### src/rtl/fsm_bits_pattern_tx.sv
// fsm_bits_pattern_tx
// Serial bit-pattern transmitter. A PAT_W-bit pattern is sent MSB first,
// one bit per accepted beat (x_valid && x_ready), for a programmed number
// of copies. Optional runs of zero bits separate consecutive copies.
//
// Ports
//   clk      rising-edge clock
//   aresetn  asynchronous active-low reset
//   start    begin a transfer (sampled in IDLE only; ignored when copies==0)
//   pattern  pattern to send, MSB first (latched on accepted start)
//   copies   number of copies (latched on accepted start)
//   gap      zero bits between copies (latched on accepted start)
//   x_out    serial data bit
//   x_valid  x_out carries a bit this cycle
//   x_ready  consumer accepts the bit
//   sof      x_out is the MSB of a copy
//   busy     transfer in progress (SHIFT or GAP)
//   done     one-cycle pulse after the final bit is accepted
//
// state | meaning
// ------+---------------------------------------------------------
// IDLE  | waiting for start with copies!=0
// SHIFT | presenting pattern bit idx of the current copy
// GAP   | presenting zero bits between two copies
// DONE  | one-cycle completion pulse, start ignored
module fsm_bits_pattern_tx #(
   parameter int PAT_W = 3,
   parameter int CNT_W = 4
) (
   input  logic             clk,
   input  logic             aresetn,
   input  logic             start,
   input  logic [PAT_W-1:0] pattern,
   input  logic [CNT_W-1:0] copies,
   input  logic [CNT_W-1:0] gap,
   output logic             x_out,
   output logic             x_valid,
   input  logic             x_ready,
   output logic             sof,
   output logic             busy,
   output logic             done
);

   localparam int IW = (PAT_W > 1) ? $clog2(PAT_W) : 1;
   localparam logic [IW-1:0] IDX_MSB = IW'(PAT_W - 1);

   typedef enum logic [1:0] {
      IDLE  = 2'd0,
      SHIFT = 2'd1,
      GAP   = 2'd2,
      DONE  = 2'd3
   } state_t;

   state_t             state_q,       state_d;
   logic [PAT_W-1:0]   pat_q,         pat_d;
   logic [IW-1:0]      idx_q,         idx_d;
   logic [CNT_W-1:0]   copies_left_q, copies_left_d;
   logic [CNT_W-1:0]   gap_cfg_q,     gap_cfg_d;
   logic [CNT_W-1:0]   gap_left_q,    gap_left_d;

   logic               x_out_q,   x_out_d;
   logic               x_valid_q, x_valid_d;
   logic               sof_q,     sof_d;
   logic               busy_q,    busy_d;
   logic               done_q,    done_d;

   // state and output registers
   always_ff @(posedge clk or negedge aresetn) begin
      if (!aresetn) begin
         state_q       <= IDLE;
         pat_q         <= '0;
         idx_q         <= '0;
         copies_left_q <= '0;
         gap_cfg_q     <= '0;
         gap_left_q    <= '0;
         x_out_q       <= 1'b0;
         x_valid_q     <= 1'b0;
         sof_q         <= 1'b0;
         busy_q        <= 1'b0;
         done_q        <= 1'b0;
      end else begin
         state_q       <= state_d;
         pat_q         <= pat_d;
         idx_q         <= idx_d;
         copies_left_q <= copies_left_d;
         gap_cfg_q     <= gap_cfg_d;
         gap_left_q    <= gap_left_d;
         x_out_q       <= x_out_d;
         x_valid_q     <= x_valid_d;
         sof_q         <= sof_d;
         busy_q        <= busy_d;
         done_q        <= done_d;
      end
   end

   // next-state logic; in SHIFT and GAP x_valid is always high, so a beat
   // is simply x_ready
   always_comb begin
      state_d       = state_q;
      pat_d         = pat_q;
      idx_d         = idx_q;
      copies_left_d = copies_left_q;
      gap_cfg_d     = gap_cfg_q;
      gap_left_d    = gap_left_q;

      case (state_q)
         IDLE: begin
            if (start && (copies != '0)) begin
               pat_d         = pattern;
               copies_left_d = copies;
               gap_cfg_d     = gap;
               idx_d         = IDX_MSB;
               state_d       = SHIFT;
            end
         end
         SHIFT: begin
            if (x_ready) begin
               if (idx_q != '0) begin
                  idx_d = idx_q - IW'(1);
               end else if (copies_left_q == CNT_W'(1)) begin
                  state_d = DONE;
               end else begin
                  copies_left_d = copies_left_q - CNT_W'(1);
                  if (gap_cfg_q == '0) begin
                     idx_d = IDX_MSB;
                  end else begin
                     gap_left_d = gap_cfg_q;
                     state_d    = GAP;
                  end
               end
            end
         end
         GAP: begin
            if (x_ready) begin
               gap_left_d = gap_left_q - CNT_W'(1);
               if (gap_left_q == CNT_W'(1)) begin
                  idx_d   = IDX_MSB;
                  state_d = SHIFT;
               end
            end
         end
         DONE: begin
            state_d = IDLE;
         end
         default: begin
            state_d = IDLE;
         end
      endcase
   end

   // outputs are registered, so they are decoded from the next state; this
   // gives the one-cycle start-to-first-bit latency and keeps x_out stable
   // while a beat is stalled (next state equals current state then)
   always_comb begin
      x_out_d   = 1'b0;
      x_valid_d = 1'b0;
      sof_d     = 1'b0;
      busy_d    = 1'b0;
      done_d    = 1'b0;

      case (state_d)
         SHIFT: begin
            x_valid_d = 1'b1;
            busy_d    = 1'b1;
            x_out_d   = pat_d[idx_d];
            sof_d     = (idx_d == IDX_MSB);
         end
         GAP: begin
            x_valid_d = 1'b1;
            busy_d    = 1'b1;
         end
         DONE: begin
            done_d = 1'b1;
         end
         default: begin
            x_valid_d = 1'b0;
         end
      endcase
   end

   assign x_out   = x_out_q;
   assign x_valid = x_valid_q;
   assign sof     = sof_q;
   assign busy    = busy_q;
   assign done    = done_q;

endmodule

### config.mk
export PLATFORM = sky130hd
export DESIGN_NAME = fsm_bits_pattern_tx
export DESIGN_NICKNAME = d
export VERILOG_FILES = /design/src/rtl/fsm_bits_pattern_tx.sv
export SDC_FILE = /design/constraint.sdc
export NUM_CORES = 1
export LEC_CHECK = 0
export ABC_AREA = 1
export CAP_MARGIN = 20
export CORE_UTILIZATION = 30
export DETAILED_ROUTE_END_ITERATION = 8
export MAX_ROUTING_LAYER = met4
export PLACE_DENSITY = 0.5
export SLEW_MARGIN = 20
export SYNTH_ARGS = -nofsm -noshare
export SYNTH_HDL_FRONTEND = slang
export SYNTH_SLANG_ARGS = --single-unit
### constraint.sdc
create_clock -name clk -period 1.4 [get_ports clk]
set_input_delay 0.35 -clock clk [delete_from_list [all_inputs] [get_ports clk]]
set_output_delay 0.35 -clock clk [all_outputs]
set_load 0.01 [all_outputs]
==> impl_metrics.yaml, run 1 <==
logic_synthesis:
  post_synth_num_cell_types: 23
  synthCells: 177
  ys_warn_count: 0
  synth_area_leaders: "dfrtp_1 (43%), nand2_1 (17%), inv_1 (6.5%), ha_1 (5.6%), nand3_1 (4.1%)"
  synth.avg_cell_area_um2: 7.507
  synth-seq-cells: 23
  syn-num-nets: 198
  synth_top_area_cell: "dfrtp_1"
  synth_common_cells: "nand2_1 (61), dfrtp_1 (23), inv_1 (23)"
  synth.most_common_cell: "nand2_1"
  async_flop_share: 1.000
  yosys.area.top_type_share: 0.4331
  synth-edff-count: 0
  synth-main-ff-cell: "dfrtp_1"
  syn_area_um2: 1329
  synth-seq-area-share: 0.4331
power:
  pwr-share-comb: 0.650
  leakage_nw: 1.069
  power.total_mw: 4.650
  sw_frac_of_total: 0.4264
  power.density_nw_per_um2: 2191
  ir_worst_vdd_mv: 1.083
  clockPowerShare: 0.093
  power_frac_seq: 0.257
  internal_power_mw: 2.667
  p_sw_mw: 1.983
run_status:
  outcome: "complete, but fails checks"
  violations: "negative setup slack"
clock_network:
  numCtsBuffers: 3
  clkSinkCount: 23
  clockBufferDepth: 2
  tritoncts: "done"
  clock_latency_ns: 0.27
  h-tree-depth: 1
  clk_pin_slew_worst_paths_ns: 0.09
  cts_root_buf: "clkbuf_8"
  cts_hold_buf: 0
floorplan:
  fp.dieW_um: 68.55
  core_area_um2: 4115
  ioPinCount: 20
  die_area_um2: 4699
  rows: 23
  start_util: 0.3229
  fp.dieH_um: 68.55
worst_setup_path:
  cp.required_ns: 1.57
  critPathMaxFanout: 3
  crit_family: "flip-flops"
  cp_data_arrival_time_ns: 1.65
  path_buf_inv: 2
  crit_path_end_kind: "register"
  r2r_start: "copies_left_q[1]"
  cpPeakStageDelay_ns: 0.36
  crit_path_start_kind: "register"
  slowest_stage: "dfrtp_1"
  critical_path.cell_chain: "inv_2 > ha_2 > nand3_2 > nand3_2 > o211ai_1 > nand2_2 > ha_4 > inv_2 > nor2_2 > nand3_1 > nand2_1"
  criticalPathCategory: "reg2reg"
  crit_path_start: "copies_left_q[1]"
timing:
  fmax_ghz: 0.6743
  hold_viol: 0
  whs_ns: 0.4224
  worst_slew_pin_slew_ns: 0.2429
  final-setup-viol-count: 5
  tns_ns: -0.1632
  rsz0062_at_grt: "yes"
  slew_headroom: 0.8368
  drv_slew: 0
  period_needed_ns: 1.483
  fin_crit_sh: 1.059
  finalClockSkew_ns: 0.008591
  fin_ws_ns: -0.08307
layout:
  layout-drive-gt1-share: 0.4180
  stdcell_count: 294
  num_antenna_cells: 0
  fillers: 398
  areaGrowthSynthToFinish_pct: 59.70
  fin_nets: 266
global_routing:
  track_usage: 0.1561
  antenna_found_initial: 0
  grt_overflow: 0
  grt_pass1_vias: 1226
  grt_pass1_wl_um: 5250
  grt_max_degree: 24
detailed_routing:
  viasPerCell: 4.497
  wire_per_inst_um: 11.51
  drc: 0
  routed_wl_um: 3383
  vias: 1322
  dr.pass1.iters: 4
  ant_nets: 0
  drtIter0Drc: 54
min_path:
  hp-class: "in2async"
placed_design:
  dp_hpwl_um: 2431
  pre_cts_ws_ns: -0.4884
  gp_congestion: 0.9154
  dp.cells: 284
  io_buffers: 19
job:
  cap_viol_max_count: 0
-- worst paths after layout --
path | to | slack (ns) | depth (start not counted)
min reg2reg | pat_q[2] | 0.51 | 2
max in group asynchronous | idx_q[0] | 0.82 | 2
min | copies_left_q[0] | 0.42 | 2
max reg2reg | x_out | -0.08 | 11
max | x_out | -0.08 | 11
min in group clk | pat_q[2] | 0.51 | 2
-- cell usage in the layout (no fill, tap or decap), types with 4 or more instances in the layout --
cell             netlist  routed
clkdlybuf4s50_1        0       9
dlygate4sd2_1          0      10
nor2_2                 5       5
nor2_4                 1       5
dfrtp_1               23      20
nand3_1               11       7
inv_2                  3       8
nand2_1               61      55
nor2_1                10       6
o21ai_2                3       5
nand2_2                2       7
inv_1                 23      16
nand3_2                2       5
buf_6                  0       4
buf_4                  1      40
o21ai_1                8       8
-- repair_timing --
action	4_1_cts	5_1_grt
buffers inserted	1	6
pin swaps	8	12
setup endpoints to repair	18	13
resized for setup	20	34
-- layout make-up --
cell class                      count  area, um^2  share of cell area
Clock buffer                        3       41.29             0.01946
Clock inverter                      1       7.507            0.003538
Inverter                           26       102.6             0.04835
Multi-Input combinational cell    127       785.8              0.3703
Sequential cell                    23       579.3              0.2730
Tap cell                           50       62.56             0.02948
Timing Repair Buffer               64       543.0              0.2559
-- through the flow --
| stage | area, um^2 | util |
|---|---|---|
| CTS | 1977 | 0.4804 |
| finish | 2122 | 0.5157 |
| floorplan | 1343 | - |
| global placement | 1893 | 0.4600 |
| detailed placement | 1893 | 0.4600 |
| global route | 2122 | 0.5157 |
-- logic make-up (layout without fill, tap and decap cells) --
group,count (synthesis),count (layout),synth area share
buf+inv,27,94,0.07910
flops,23,23,0.4331
fa+ha+maj,6,6,0.05650
simple gates,98,98,0.3258
compound gates,23,23,0.1055
-- registers in the layout (all words and copies together), names as in the netlist --
| name | flops |
|---|---|
| gap_left_q | 4 |
| pat_q | 3 |
| gap_cfg_q | 4 |
| state_q | 2 |
| done | 1 |
| busy | 1 |
| copies_left_q | 4 |
| sof | 1 |
| x_out | 1 |
| idx_q | 2 |
-- metal layers --
metal,up-vias,global-route usage,share of wire
met1,608,0.1951,0.48
met2,18,0.2549,0.49
li1,694,-,-
met4,0,0.03125,0.0041
met5,-,-,0
met3,2,0.03947,0.028
-- worst register-to-register path, stage by stage (launching register included) --
cell      delay, ns
dfrtp_1        0.36
inv_2          0.05
ha_2           0.19
nand3_2        0.07
nand3_2        0.07
o211ai_1       0.21
nand2_2        0.10
ha_4           0.17
inv_2          0.05
nor2_2         0.03
nand3_1        0.05
nand2_1        0.05
-- power by group through the flow --
stage          Sequential (mW)  Clock (mW)  Combinational, mW
3_5_place_dp              1.17           0               2.54
3_3_place_gp              1.16           0               2.51
6_report                  1.20       0.432               3.02
2_1_floorplan             1.20           0               1.42
5_1_grt                   1.22       0.475               3.38
4_1_cts                   1.16       0.452               2.65
No activity file was read; power rests on OpenSTA's default activity.
==> inputs of run 2 (changes only) <==
--- a/config.mk
+++ b/config.mk
@@ -9,8 +9,9 @@
 export CAP_MARGIN = 20
 export CORE_UTILIZATION = 30
 export DETAILED_ROUTE_END_ITERATION = 8
+export DONT_BUFFER_PORTS = 1
 export MAX_ROUTING_LAYER = met4
-export PLACE_DENSITY = 0.5
+export PLACE_DENSITY = 0.44
 export SLEW_MARGIN = 20
 export SYNTH_ARGS = -nofsm -noshare
 export SYNTH_HDL_FRONTEND = slang
==> constraint.sdc (replaced) <==
create_clock -name clk -period 1.4 [get_ports clk]
set_input_delay 0.35 -clock clk [delete_from_list [all_inputs] [get_ports clk]]
set_output_delay 0.35 -clock clk [all_outputs]
set_load 0.02 [all_outputs]
==> run 2 against run 1 <==
The flow still finishes with violations (negative setup slack). Power decreased by 7.3%. Routed wire length decreased by 9.8%. Critical path type unchanged. Sequential cell count unchanged. Final area decreased by 14%. Largest cell class unchanged. Sequential share of layout area increased by 4.3 points. Non-clock buffer count decreased by 29. Register-to-register slack got worse by 0.02 ns. Sequential power increased by 7%.
==> impl_metrics.yaml, run 2 (same netlist as run 1, synthesis figures left out) <==
run_status:
  outcome: "complete, but fails checks"
  violations: "negative setup slack"
worst_setup_path:
  ff2ff_path_depth: 10
  critPathMaxFanout: 3
  cp.required_ns: 1.56
  r2r_start: "copies_left_q[0]"
  crit_path_end_kind: "register"
  critical_path.cell_chain: "ha_2 > nand3_2 > nand3_2 > o211ai_1 > nand2_2 > ha_4 > inv_2 > nor2_2 > nand3_1 > nand2_1"
  slowest_stage: "dfrtp_1"
  crit_path_start: "copies_left_q[0]"
  crit_path_start_kind: "register"
  cp_common_cell: "nand3_2"
  cp_data_arrival_time_ns: 1.67
  r2r_end: "x_out"
  reg2reg_slack_ns: -0.10
  criticalPathCategory: "reg2reg"
  cpPeakStageDelay_ns: 0.40
detailed_routing:
  routed_wl_um: 3050
  dr.pass1.iters: 4
  drc: 0
  viasPerCell: 4.649
  ant_nets: 0
  wire_per_inst_um: 11.51
  vias: 1232
  drtIter0Drc: 29
timing:
  worst_slew_pin_slew_ns: 0.3781
  tns_ns: -0.2343
  finalClockSkew_ns: 0.001265
  final-setup-viol-count: 4
  hold_viol: 0
  fmax_ghz: 0.6652
  slew_headroom: 0.7481
  fin_ws_ns: -0.1034
  rsz0062_at_grt: "yes"
  fin_crit_sh: 1.074
  period_needed_ns: 1.503
  drv_slew: 0
clock_network:
  clk_pin_slew_worst_paths_ns: 0.08
  tritoncts: "done"
  clkSinkCount: 23
  clock_latency_ns: 0.26
  numCtsBuffers: 3
  h-tree-depth: 1
  clockBufferDepth: 2
  cts_root_buf: "clkbuf_8"
min_path:
  hold_path_end: "gap_cfg_q[2]"
  worstHoldPathCells: 2
  hp-class: "in2reg"
  hp-start: "gap[2]"
job:
  cap_viol_max_count: 0
global_routing:
  grt_max_degree: 24
  grt_pass1_vias: 1117
  antenna_found_initial: 0
  track_usage: 0.1454
  grt_pass1_wl_um: 4830
  grt_overflow: 0
floorplan:
  rows: 23
  start_util: 0.3229
  die_area_um2: 4699
  core_area_um2: 4115
  fp.dieW_um: 68.55
  fp.dieH_um: 68.55
  ioPinCount: 20
layout:
  areaGrowthSynthToFinish_pct: 37.66
  layout-drive-gt1-share: 0.4186
  post-route-util: 0.4445
  reg_top3: "copies_left_q (4), gap_cfg_q (4), gap_left_q (4)"
  num_antenna_cells: 0
  final_common_cell: "nand2_1"
  layout_common_cells: "nand2_1 (52), buf_4 (31), dfrtp_1 (21), inv_1 (15)"
  stdcell_count: 265
  fin_nets: 237
placed_design:
  dp_hpwl_um: 2342
  io_buffers: 0
  gp_congestion: 0.8191
  dp.cells: 258
power:
  power.total_mw: 4.313
  leakage_nw: 0.9273
  power.density_nw_per_um2: 2358
  ir_worst_vdd_mv: 0.8267
==> run 2: cell count changes in the layout (fill, tap and decap cells not counted), moves of 2 or more <==
cell             delta
nand2_1             -3
buf_6               -2
nand2_2             +3
buf_4               -9
o21ai_0             +2
clkdlybuf4s50_1     -9
ha_1                +2
inv_2               +2
dlygate4sd2_1      -10
o21ai_1             -3
==> run 2: where the power goes <==
group	switching, mW	internal, mW	total, mW
Clock	0.220	0.203	0.424
Combinational	1.38	1.22	2.61
Sequential	0.299	0.981	1.28
==> run 2: layout make-up <==
class	instances	area (um^2)
fill	412	2286
multi-input combinational	127	758.2
sequential	23	578.1
timing repair buffer	35	285.3
inverter	26	100.1
tap	50	62.56
clock buffer	4	45.04
==> run 2: metal layers <==
layer / track usage / wire length [um] / vias up
li1: - / - / 633
met1: 0.1820 / 1463 / 581
met2: 0.2341 / 1459 / 14
met3: 0.02467 / 91 / 4
met4: 0.05469 / 35 / 0
met5: - / 0 / -
==> run 2: timing repair <==
action	CTS	global route
hold buffers	2	0
resized for setup	3	32
setup endpoints to repair	4	12
setup buffers	1	1
pin swaps	3	9
endpoints found under the hold margin	23	0
==> run 2: how the worst max path moves through the flow <==
stage               endpoint
finish                 x_out
global route           x_out
CTS                    x_out
detailed placement     x_out
global placement       x_out
floorplan              x_out
==> run 2: stage by stage <==
step                area (um^2)  hold WS [ns]  worst slack (ns)
detailed placement         1638       0.05492           -0.1185
finish                     1829        0.1932           -0.1034
floorplan                  1343       0.05441          -0.01447
global placement           1638       0.05504          -0.08214
CTS                        1735        0.1933           -0.1064
global route               1829        0.1960           -0.1597
==> run 2: critical path: cells and delay by family (launching register included) <==
family	cells	cell delay, ns
flops	1	0.40
compound gates	1	0.20
fa+ha+maj	2	0.37
buf+inv	1	0.04
simple gates	6	0.40
==> inputs of run 3 (changes only) <==
--- a/config.mk
+++ b/config.mk
@@ -6,6 +6,7 @@
 export NUM_CORES = 1
 export LEC_CHECK = 0
 export ABC_AREA = 1
+export ABC_CLOCK_PERIOD_IN_PS = 1400
 export CAP_MARGIN = 20
 export CORE_UTILIZATION = 30
 export DETAILED_ROUTE_END_ITERATION = 8
==> results of run 3 <==
Same layout as run 2: the final DEF is identical, and so are final timing and power.
